===== config.mk =====
export PLATFORM = sky130hd
export DESIGN_NAME = lcd_cmd_host
export DESIGN_NICKNAME = d
export VERILOG_FILES = /design/src/rtl/lcd_pkg.sv /design/src/rtl/lcd_iram_monitor.sv /design/src/rtl/lcd_cmd_host.sv
export SDC_FILE = /design/constraint.sdc
export NUM_CORES = 1
export LEC_CHECK = 0
export CORE_AREA = 10 10 94 96
export DETAILED_ROUTE_END_ITERATION = 8
export DIE_AREA = 0 0 104 106
export GPL_TIMING_DRIVEN = 0
export HOLD_SLACK_MARGIN = 0.15
export PLACE_DENSITY = 0.84
export SLEW_MARGIN = 10
export SYNTH_ARGS = -nofsm -noshare
export SYNTH_HDL_FRONTEND = slang
export SYNTH_SLANG_ARGS = --single-unit

===== constraint.sdc =====
create_clock -name clk -period 3.4 [get_ports clk]
set_input_delay 0.51 -clock clk [delete_from_list [all_inputs] [get_ports clk]]
set_output_delay 0.51 -clock clk [all_outputs]
set_load 0.05 [all_outputs]

===== src/rtl/lcd_pkg.sv =====
// Shared definitions for the LCD controller and its command host:
// command opcodes, completion codes and image geometry.
package lcd_pkg;

    typedef enum logic [3:0] {
        CMD_WRITE        = 4'd0,
        CMD_SHIFT_UP     = 4'd1,
        CMD_SHIFT_DOWN   = 4'd2,
        CMD_SHIFT_LEFT   = 4'd3,
        CMD_SHIFT_RIGHT  = 4'd4,
        CMD_MAX          = 4'd5,
        CMD_MIN          = 4'd6,
        CMD_AVERAGE      = 4'd7,
        CMD_ROTATE_CCW   = 4'd8,
        CMD_ROTATE_CW    = 4'd9,
        CMD_MIRROR_X     = 4'd10,
        CMD_MIRROR_Y     = 4'd11
    } lcd_opcode_e;

    localparam logic [1:0] ERR_OK       = 2'd0;
    localparam logic [1:0] ERR_TIMEOUT  = 2'd1;
    localparam logic [1:0] ERR_NO_WRITE = 2'd2;
    localparam logic [1:0] ERR_IRAM     = 2'd3;

    localparam int LCD_IMG_WORDS = 64;
    localparam int LCD_IRAM_AW   = 6;
    localparam int LCD_IRAM_DW   = 8;
    localparam int LCD_SUM_W     = 14;

    // WRITE is the only command that makes the controller stream into IRAM.
    function automatic logic is_write_cmd(input logic [3:0] code);
        return code == CMD_WRITE;
    endfunction

endpackage


===== src/rtl/lcd_iram_monitor.sv =====
// Snoops the controller's IRAM write stream while a WRITE is in progress:
// counts writes, checks that addresses arrive in order and sums the data.
module lcd_iram_monitor
    import lcd_pkg::*;
#(
    parameter int IMG_WORDS = LCD_IMG_WORDS
) (
    input  logic                   clk,
    input  logic                   reset,
    input  logic                   clear,
    input  logic                   enable,
    input  logic                   IRAM_valid,
    input  logic [LCD_IRAM_AW-1:0] IRAM_A,
    input  logic [LCD_IRAM_DW-1:0] IRAM_D,
    output logic                   count_ok,
    output logic                   iram_err,
    output logic [LCD_SUM_W-1:0]   checksum
);

    // One spare bit plus saturation so an overlong stream never wraps back
    // onto a count that looks correct.
    localparam int CW = $clog2(IMG_WORDS + 1) + 1;

    logic [CW-1:0]          count_reg;
    logic [CW-1:0]          count_next;
    logic [LCD_IRAM_AW-1:0] exp_addr_reg;
    logic                   addr_err_reg;
    logic [LCD_SUM_W-1:0]   checksum_reg;
    logic                   write_hit;
    logic                   addr_mismatch;

    assign write_hit     = enable && IRAM_valid;
    assign addr_mismatch = write_hit && (IRAM_A != exp_addr_reg);

    // Count including a write in the current cycle, so a write that coincides
    // with done is counted before the host judges the total.
    always_comb begin
        count_next = count_reg;
        if (write_hit && (count_reg != '1)) begin
            count_next = count_reg + 1'b1;
        end
    end

    assign count_ok = (count_next == CW'(IMG_WORDS));
    assign iram_err = addr_err_reg || addr_mismatch;
    assign checksum = checksum_reg;

    // Per-run capture state; cleared when the host accepts a new start.
    always_ff @(posedge clk or negedge reset) begin
        if (!reset) begin
            count_reg    <= '0;
            exp_addr_reg <= '0;
            addr_err_reg <= 1'b0;
            checksum_reg <= '0;
        end else if (clear) begin
            count_reg    <= '0;
            exp_addr_reg <= '0;
            addr_err_reg <= 1'b0;
            checksum_reg <= '0;
        end else if (write_hit) begin
            count_reg    <= count_next;
            exp_addr_reg <= exp_addr_reg + 1'b1;
            checksum_reg <= checksum_reg + LCD_SUM_W'(IRAM_D);
            if (addr_mismatch) begin
                addr_err_reg <= 1'b1;
            end
        end
    end

endmodule


===== src/rtl/lcd_cmd_host.sv =====
// Host-side initiator for the LCD controller: walks a 4-bit command script,
// issues each command under the busy handshake and, after WRITE, watches the
// IRAM write stream until the controller signals done.
module lcd_cmd_host
    import lcd_pkg::*;
#(
    parameter int AW        = 6,
    parameter int IMG_WORDS = LCD_IMG_WORDS,
    parameter int TIMEOUT   = 1024
) (
    input  logic                   clk,
    input  logic                   reset,
    input  logic                   start,
    output logic                   CMD_rd,
    output logic [AW-1:0]          CMD_A,
    input  logic [3:0]             CMD_Q,
    input  logic                   busy,
    output logic [3:0]             cmd,
    output logic                   cmd_valid,
    input  logic                   IRAM_valid,
    input  logic [LCD_IRAM_AW-1:0] IRAM_A,
    input  logic [LCD_IRAM_DW-1:0] IRAM_D,
    input  logic                   done,
    output logic                   host_busy,
    output logic                   finish,
    output logic [1:0]             err_code,
    output logic [AW:0]            cmd_issued,
    output logic [LCD_SUM_W-1:0]   checksum
);

    localparam logic [2:0] S_IDLE     = 3'd0;
    localparam logic [2:0] S_FETCH    = 3'd1;
    localparam logic [2:0] S_LOAD     = 3'd2;
    localparam logic [2:0] S_WAIT_RDY = 3'd3;
    localparam logic [2:0] S_SEND     = 3'd4;
    localparam logic [2:0] S_WAIT_ACK = 3'd5;
    localparam logic [2:0] S_CAPTURE  = 3'd6;
    localparam logic [2:0] S_FINISH   = 3'd7;

    localparam int TW = $clog2(TIMEOUT) + 1;

    logic [2:0]    state_reg;
    logic [3:0]    pending_reg;
    logic [TW-1:0] timer_reg;
    logic          CMD_rd_reg;
    logic [AW-1:0] CMD_A_reg;
    logic [3:0]    cmd_reg;
    logic          cmd_valid_reg;
    logic          host_busy_reg;
    logic          finish_reg;
    logic [1:0]    err_code_reg;
    logic [AW:0]   cmd_issued_reg;

    logic          timer_hit;
    logic          start_accept;
    logic          mon_count_ok;
    logic          mon_iram_err;

    // The wait states give up on the cycle that would be the TIMEOUT-th wait.
    assign timer_hit    = (timer_reg == TW'(TIMEOUT - 1));
    assign start_accept = (state_reg == S_IDLE) && start;

    lcd_iram_monitor #(
        .IMG_WORDS (IMG_WORDS)
    ) u_monitor (
        .clk        (clk),
        .reset      (reset),
        .clear      (start_accept),
        .enable     (state_reg == S_CAPTURE),
        .IRAM_valid (IRAM_valid),
        .IRAM_A     (IRAM_A),
        .IRAM_D     (IRAM_D),
        .count_ok   (mon_count_ok),
        .iram_err   (mon_iram_err),
        .checksum   (checksum)
    );

    // Script sequencer; every output strobe is set on the edge entering the
    // state it belongs to, so outputs come straight from registers.
    always_ff @(posedge clk or negedge reset) begin
        if (!reset) begin
            state_reg      <= S_IDLE;
            pending_reg    <= '0;
            timer_reg      <= '0;
            CMD_rd_reg     <= 1'b0;
            CMD_A_reg      <= '0;
            cmd_reg        <= '0;
            cmd_valid_reg  <= 1'b0;
            host_busy_reg  <= 1'b0;
            finish_reg     <= 1'b0;
            err_code_reg   <= ERR_OK;
            cmd_issued_reg <= '0;
        end else begin
            CMD_rd_reg    <= 1'b0;
            cmd_valid_reg <= 1'b0;
            finish_reg    <= 1'b0;
            case (state_reg)
                S_IDLE: begin
                    if (start) begin
                        state_reg      <= S_FETCH;
                        CMD_rd_reg     <= 1'b1;
                        CMD_A_reg      <= '0;
                        cmd_issued_reg <= '0;
                        err_code_reg   <= ERR_OK;
                        host_busy_reg  <= 1'b1;
                    end
                end
                S_FETCH: begin
                    state_reg <= S_LOAD;
                end
                S_LOAD: begin
                    pending_reg <= CMD_Q;
                    timer_reg   <= '0;
                    state_reg   <= S_WAIT_RDY;
                end
                S_WAIT_RDY: begin
                    if (!busy) begin
                        state_reg      <= S_SEND;
                        cmd_reg        <= pending_reg;
                        cmd_valid_reg  <= 1'b1;
                        cmd_issued_reg <= cmd_issued_reg + 1'b1;
                    end else if (timer_hit) begin
                        state_reg     <= S_FINISH;
                        finish_reg    <= 1'b1;
                        host_busy_reg <= 1'b0;
                        err_code_reg  <= ERR_TIMEOUT;
                    end else begin
                        timer_reg <= timer_reg + 1'b1;
                    end
                end
                S_SEND: begin
                    timer_reg <= '0;
                    if (is_write_cmd(pending_reg)) begin
                        state_reg <= S_CAPTURE;
                    end else if (CMD_A_reg == '1) begin
                        state_reg     <= S_FINISH;
                        finish_reg    <= 1'b1;
                        host_busy_reg <= 1'b0;
                        err_code_reg  <= ERR_NO_WRITE;
                    end else begin
                        CMD_A_reg <= CMD_A_reg + 1'b1;
                        state_reg <= S_WAIT_ACK;
                    end
                end
                S_WAIT_ACK: begin
                    // Seeing busy high proves the controller took the command,
                    // so the next busy-low window belongs to the next command.
                    if (busy) begin
                        state_reg  <= S_FETCH;
                        CMD_rd_reg <= 1'b1;
                    end else if (timer_hit) begin
                        state_reg     <= S_FINISH;
                        finish_reg    <= 1'b1;
                        host_busy_reg <= 1'b0;
                        err_code_reg  <= ERR_TIMEOUT;
                    end else begin
                        timer_reg <= timer_reg + 1'b1;
                    end
                end
                S_CAPTURE: begin
                    if (done) begin
                        state_reg     <= S_FINISH;
                        finish_reg    <= 1'b1;
                        host_busy_reg <= 1'b0;
                        err_code_reg  <= (mon_iram_err || !mon_count_ok) ? ERR_IRAM : ERR_OK;
                    end else if (timer_hit) begin
                        state_reg     <= S_FINISH;
                        finish_reg    <= 1'b1;
                        host_busy_reg <= 1'b0;
                        err_code_reg  <= mon_iram_err ? ERR_IRAM : ERR_TIMEOUT;
                    end else begin
                        timer_reg <= timer_reg + 1'b1;
                    end
                end
                S_FINISH: begin
                    state_reg <= S_IDLE;
                end
                default: begin
                    state_reg <= S_IDLE;
                end
            endcase
        end
    end

    assign CMD_rd     = CMD_rd_reg;
    assign CMD_A      = CMD_A_reg;
    assign cmd        = cmd_reg;
    assign cmd_valid  = cmd_valid_reg;
    assign host_busy  = host_busy_reg;
    assign finish     = finish_reg;
    assign err_code   = err_code_reg;
    assign cmd_issued = cmd_issued_reg;

endmodule


# Word-level counts from Yosys, hierarchy flattened
# Index checks and enable logic that the tools add are counted.
# Widths: inputs -> output; s select.
classes:
  addsub: 6
  multipliers: 0
  n_div: 0
  order_cmp: 0
  n_eq_ne: 21
  shift: 0
  mux: 61
  bitwise: 1
  n_reduce_logical: 23
op_table:
  columns: ["cell", "count"]
  rows:
  - ["$mux 11", 4]
  - ["$pmux 11 s4", 1]
  - ["$mux 6", 5]
  - ["$mux 14", 2]
  - ["$mux 2", 12]
  - ["$mux 8", 3]
  - ["$pmux 3 s8", 1]
  - ["$mux 1", 20]
  - ["$ne 2x2->1 const B", 8]
  - ["$mux 3", 5]
  - ["$add 14x8->14", 1]
  - ["$mux 7", 2]
  - ["$pmux 7 s2", 1]
  - ["$add 6x1->6 const B", 2]
  - ["$eq 3x3->1 const B", 4]
  - ["$pmux 6 s2", 1]
  - ["$add 11x1->11 const B", 1]
  - ["$eq 11x10->1 const B", 1]
  - ["$pmux 2 s5", 1]
  - ["$add 8x1->8 const B", 1]
  - ["$eq 8x7->1 const B", 1]
  - ["$ne 8x8->1 const B", 1]
  - ["$reduce_and 4->1", 2]
  - ["$reduce_bool 2->1", 4]
  - ["22 further kinds", 28]
word_totals:
  reg_bits: 70
  latchBits: 0
  mem_bits_rw: 0
  romBits: 0
  wordCells: 127
  memories: 0

# Longest topological paths before layout
logic_depth:
  word_depth: 10
  ltp_mapped: 8
  mapped_depth_nobuf: 8

# By module
# Synthesis repeated with hierarchy kept, for this count alone.
hier_totals:
  cells_unflattened: 427
  hier_area_um2: 4165.2
modules_own_cells:
  columns: ["mod", "instances", "cells_each", "area_per_inst_um2", "seq_area_each_um2"]
  rows:
  - ["lcd_cmd_host", 1, 225, 2301.0, 1026.0]
  - ["lcd_iram_monitor", 1, 202, 1864.3, 725.7]

# Worst setup path after synthesis
# No wires, ideal clock.
synth_timing:
  path_type: "reg2reg"
  startpoint: "reg u_monitor.checksum_reg[0], in the netlist u_monitor.checksum[0]"
  endpoint: "reg u_monitor.checksum_reg[12], in the netlist u_monitor.checksum[12]"
  setup_ns: 0.132
  arrival_time_ns: 2.478
  required_ns: 3.268
  setup_slack_ns: 0.791
  path_stages_with_launch: 9
  n_path_buf: 0
  cell_sequence: "dfrtp_1 > ha_1 > fa_1 > a21oi_1 > o21ai_0 > a2111oi_0 > nor4_1 > xnor2_1 > nor2_1"
synth_via:
  elab_chain_len: 3
synth_lines:
  columns: ["item", "line", "text"]
  rows:
  - ["start, declared", "lcd_iram_monitor.sv:28", "logic [LCD_SUM_W-1:0] checksum_reg;"]
  - ["start signal, assigned", "lcd_iram_monitor.sv:63", "checksum_reg <= checksum_reg + LCD_SUM_W'(IRAM_D);"]
  - ["$add 14x8->14", "lcd_iram_monitor.sv:63", null]
  - ["$mux 14", "lcd_iram_monitor.sv:60", "end else if (write_hit) begin"]
  - ["$mux 14", "lcd_iram_monitor.sv:55", "end else if (clear) begin"]
# No other way between the ends. The select of a mux whose other input is x is not followed.
# A chain may end at the register's enable or synchronous reset.

# Final worst setup path
layout_timing:
  startpoint: "in IRAM_D[0]"
  endpoint: "reg u_monitor.checksum_reg[12], in the netlist u_monitor.checksum[12]"
layout_via:
  elab_chain_len: 3
layout_lines:
  columns: ["item", "line", "text"]
  rows:
  - ["start, declared", "lcd_cmd_host.sv:22", "input logic [LCD_IRAM_DW-1:0] IRAM_D,"]
  - ["$add 14x8->14", "lcd_iram_monitor.sv:63", null]
  - ["$mux 14", "lcd_iram_monitor.sv:60", null]
  - ["$mux 14", "lcd_iram_monitor.sv:55", null]
# No other way between the ends. The select of a mux whose other input is x is not followed.

==> results.ini <==
[power_and_ir_drop]
total_switching_power_w=0.00163
clock_power_share_pct=19.4
switching_share_pct=44.7
seqPwrFrac_pct=33.4
p_total_w=0.00364
powerDensity_nw_per_um2=732
p_int_w=0.00202
combPwrFrac_pct=47.2
leakagePower_nw=2.14
ir_worst_vdd_uv=544

[sta]
worst_pin_slew_ps=836
fmax_ghz=0.341
timing.hold.ws_ps=493
setup_viol=0
finalCriticalPeriod_ps=2930
fin_skew_ps=7.06
hold_violations=0
slew_viol_final=0
finalCritPeriodShare_pct=86.2
slew_headroom_pct=42.9
rsz0062_at_grt=no

[setup_path]
path_class=input pin to register
slowest_delay_ps=810
startpoint_type=input pin
critical_path.top_delay_family=compound AO/OA/AOI/OAI gates
crit_required_ps=3620
path_cells=clkdlybuf4s50_1, ha_1, fa_1, a21oi_1, o21ai_0, a2111oi_0, nor4_1, xnor2_1, nor2_1
arrival_ps=3150
crit_fanout=3
crit_buf_inv=1
cp-end-kind=register
crit_path_top_delay_cell=a2111oi_0

[logic_synthesis]
synthArstFlopShare_pct=100
syn_inst=423
ys_warn_count=0
mappedNetlistArea_um2=4020
synth_cell_types=60
synth_ff_type=dfrtp_1
synth_edf_count=0
ys_ff_latch=70
postSynthAreaPerCell_um2=9.50
synthesis.nets=461
yosysSeqAreaShare_pct=43.6

[clock_network]
cts.path.max_buffers=2
htree_levels=3
clock_sinks=70
cts_tree=built
post_cts_buffers=0
clk_pin_slew_worst_paths_ps=80
cts-root-buf=clkbuf_8
clk_latency_ps=360
cts_buffers=9

[placement]
place.gp.congestion=0.899
port_buffers=59
hpwl_mm=7.15

[drt]
first_pass_iters=9
top_layer=met4
vias_per_cell=5.88
dr_total_vias=3523
wl_met3_um=613
wl_met1_mm=4.24
routedWlPerCell_um=16.3
drt_iter0_drc=230
route.met2.wl_mm=4.75
wl_mm=9.75
postRouteAntennaNets=0
drc=0

[cells_and_area]
drive_gt1_share_pct=10.6
multi_input_area_um2=2140
ff_latch_area_um2=1750
largest_register_ff_count=14
diodes=0
syn2layout_area_growth_pct=23.8
post-route-util_pct=70.5
layout.nets=533
fill_cells=573

[die]
num_rows=31
coreArea_um2=7060
die_area_um2=11000
die_h_um=106
io_pins=61
die_x_um=104
start_util_pct=56.9

[job]
drv_cap=0

[global_route]
antenna_found_initial=0
grt_pass1_wl_mm=16.6
grt_max_degree=67
gr-total-overflow=0
grt.total_usage_pct=17.8
grt_pass1_vias=3525

[status]
status=finished, final reports clean

[min_path]
min_path_type=input pin to asynchronous set/reset pin

-- area by class of cell --
| class | instances | share of cell area, % |
|---|---|---|
| multi-input cells | 326 | 43.1 |
| flip-flops and latches | 70 | 35.2 |
| repair buffers | 61 | 12.6 |
| clock buffers | 10 | 2.76 |
| well taps | 99 | 2.49 |
| plain buffers | 21 | 2.04 |
| clock inverters | 6 | 1.43 |
| inverters | 6 | 0.452 |
-- routing by layer --
metal	up-vias	GRT usage [%]
li1	1653	-
met1	1720	22.1
met2	130	29.4
met3	20	4.77
met4	0	6.46
met5	-	0
-- path summary, 6_finish.rpt --
kind                                  startpoint                endpoint  slack [ps]  depth (start not counted)
max reg2reg                u_monitor.checksum[0]  u_monitor.checksum[12]         640                          8
max in group asynchronous                  reset            timer_reg[5]        2390                          3
max                                    IRAM_D[0]  u_monitor.checksum[12]         470                          9
min reg2reg                          err_code[0]             err_code[0]         510                          2
min in group clk                     err_code[0]             err_code[0]         510                          2
min                                        reset   u_monitor.checksum[1]         490                          2
-- cells in the mapped netlist (all sizes together), types with 2 or more instances --
cell     number  area share [%]
inv           6            0.56
a21oi        22             2.8
and2          2            0.31
xnor2        12             2.6
a32oi         2            0.44
or3b          2            0.44
and4          2            0.50
ha           13             4.0
nor3b         4            0.75
a21o          3            0.56
mux2          9             2.5
nand2        54             5.0
o21ai        31             3.9
a2111oi       4             1.3
nor3          5            0.62
nor4          6             1.5
dfrtp        70              44
or4           2            0.47
nand2b        5            0.78
buf          12             1.7
nand3        15             1.9
a22o          4            0.87
a41oi         2            0.44
a211oi        5             1.1
clkbuf        9            0.84
or3           4            0.62
xor2         26             5.7
a31oi         4            0.62
o21bai        3            0.56
mux2i         8             2.0
nor2         42             3.9
and3          8             1.2
nand4        13             2.2
-- cell usage in the layout, fill, tap and decap left out, types with 9 or more instances in the layout --
master           synthesis  routed
mux2_2                   9       9
clkbuf_1                 9       9
dfrtp_1                 70      70
xnor2_1                 12      12
buf_2                    9       9
clkbuf_8                 0      10
nand4_1                 12      12
nand2_1                 54      54
ha_1                    13      13
nor2_1                  42      42
o21ai_0                 27      27
clkdlybuf4s50_1          0      58
nand3_1                 15      15
a21oi_1                 21      21
xor2_1                  26      26
-- timing repair --
item,CTS,global route
gates resized for setup,0,0
endpoints found under the hold margin,4,0
hold buffers,1,0
-- power by group through the flow --
stage	sequential [W]	combinational, W	clock [W]
after detailed placement	0.00123	0.00171	0
after global placement	0.00122	0.00165	0
after CTS	0.00122	0.00172	0.000717
after floorplan	0.00161	0.000786	0
final	0.00122	0.00172	0.000707
after global routing	0.00125	0.00185	0.000746
-- stage by stage --
| stage | TNS (ps) | setup slack [ps] | cells | cell area (µm²) |
|---|---|---|---|---|
| final | 0 | 469 | 599 | 4980 |
| after global routing | 0 | 252 | 599 | 4980 |
| after CTS | 0 | 489 | 599 | 4980 |
| after detailed placement | 0 | 119 | 582 | 4760 |
| after global placement | -37570 | -540 | 581 | 4730 |
| after floorplan | 0 | 791 | 423 | 4020 |
-- cells by family (layout without fill, tap and decap cells) --
logic type      after synthesis  after routing  synth area share (%)
simple gates                169            169                  21.6
compound gates               88             88                  14.4
flops                        70             70                  43.6
buf+inv                      27            104                  3.08
xor+xnor                     38             38                  8.28
mux                          17             17                  4.51
fa+ha+maj                    14             14                  4.54
No activity file was read; power rests on OpenSTA's default activity.
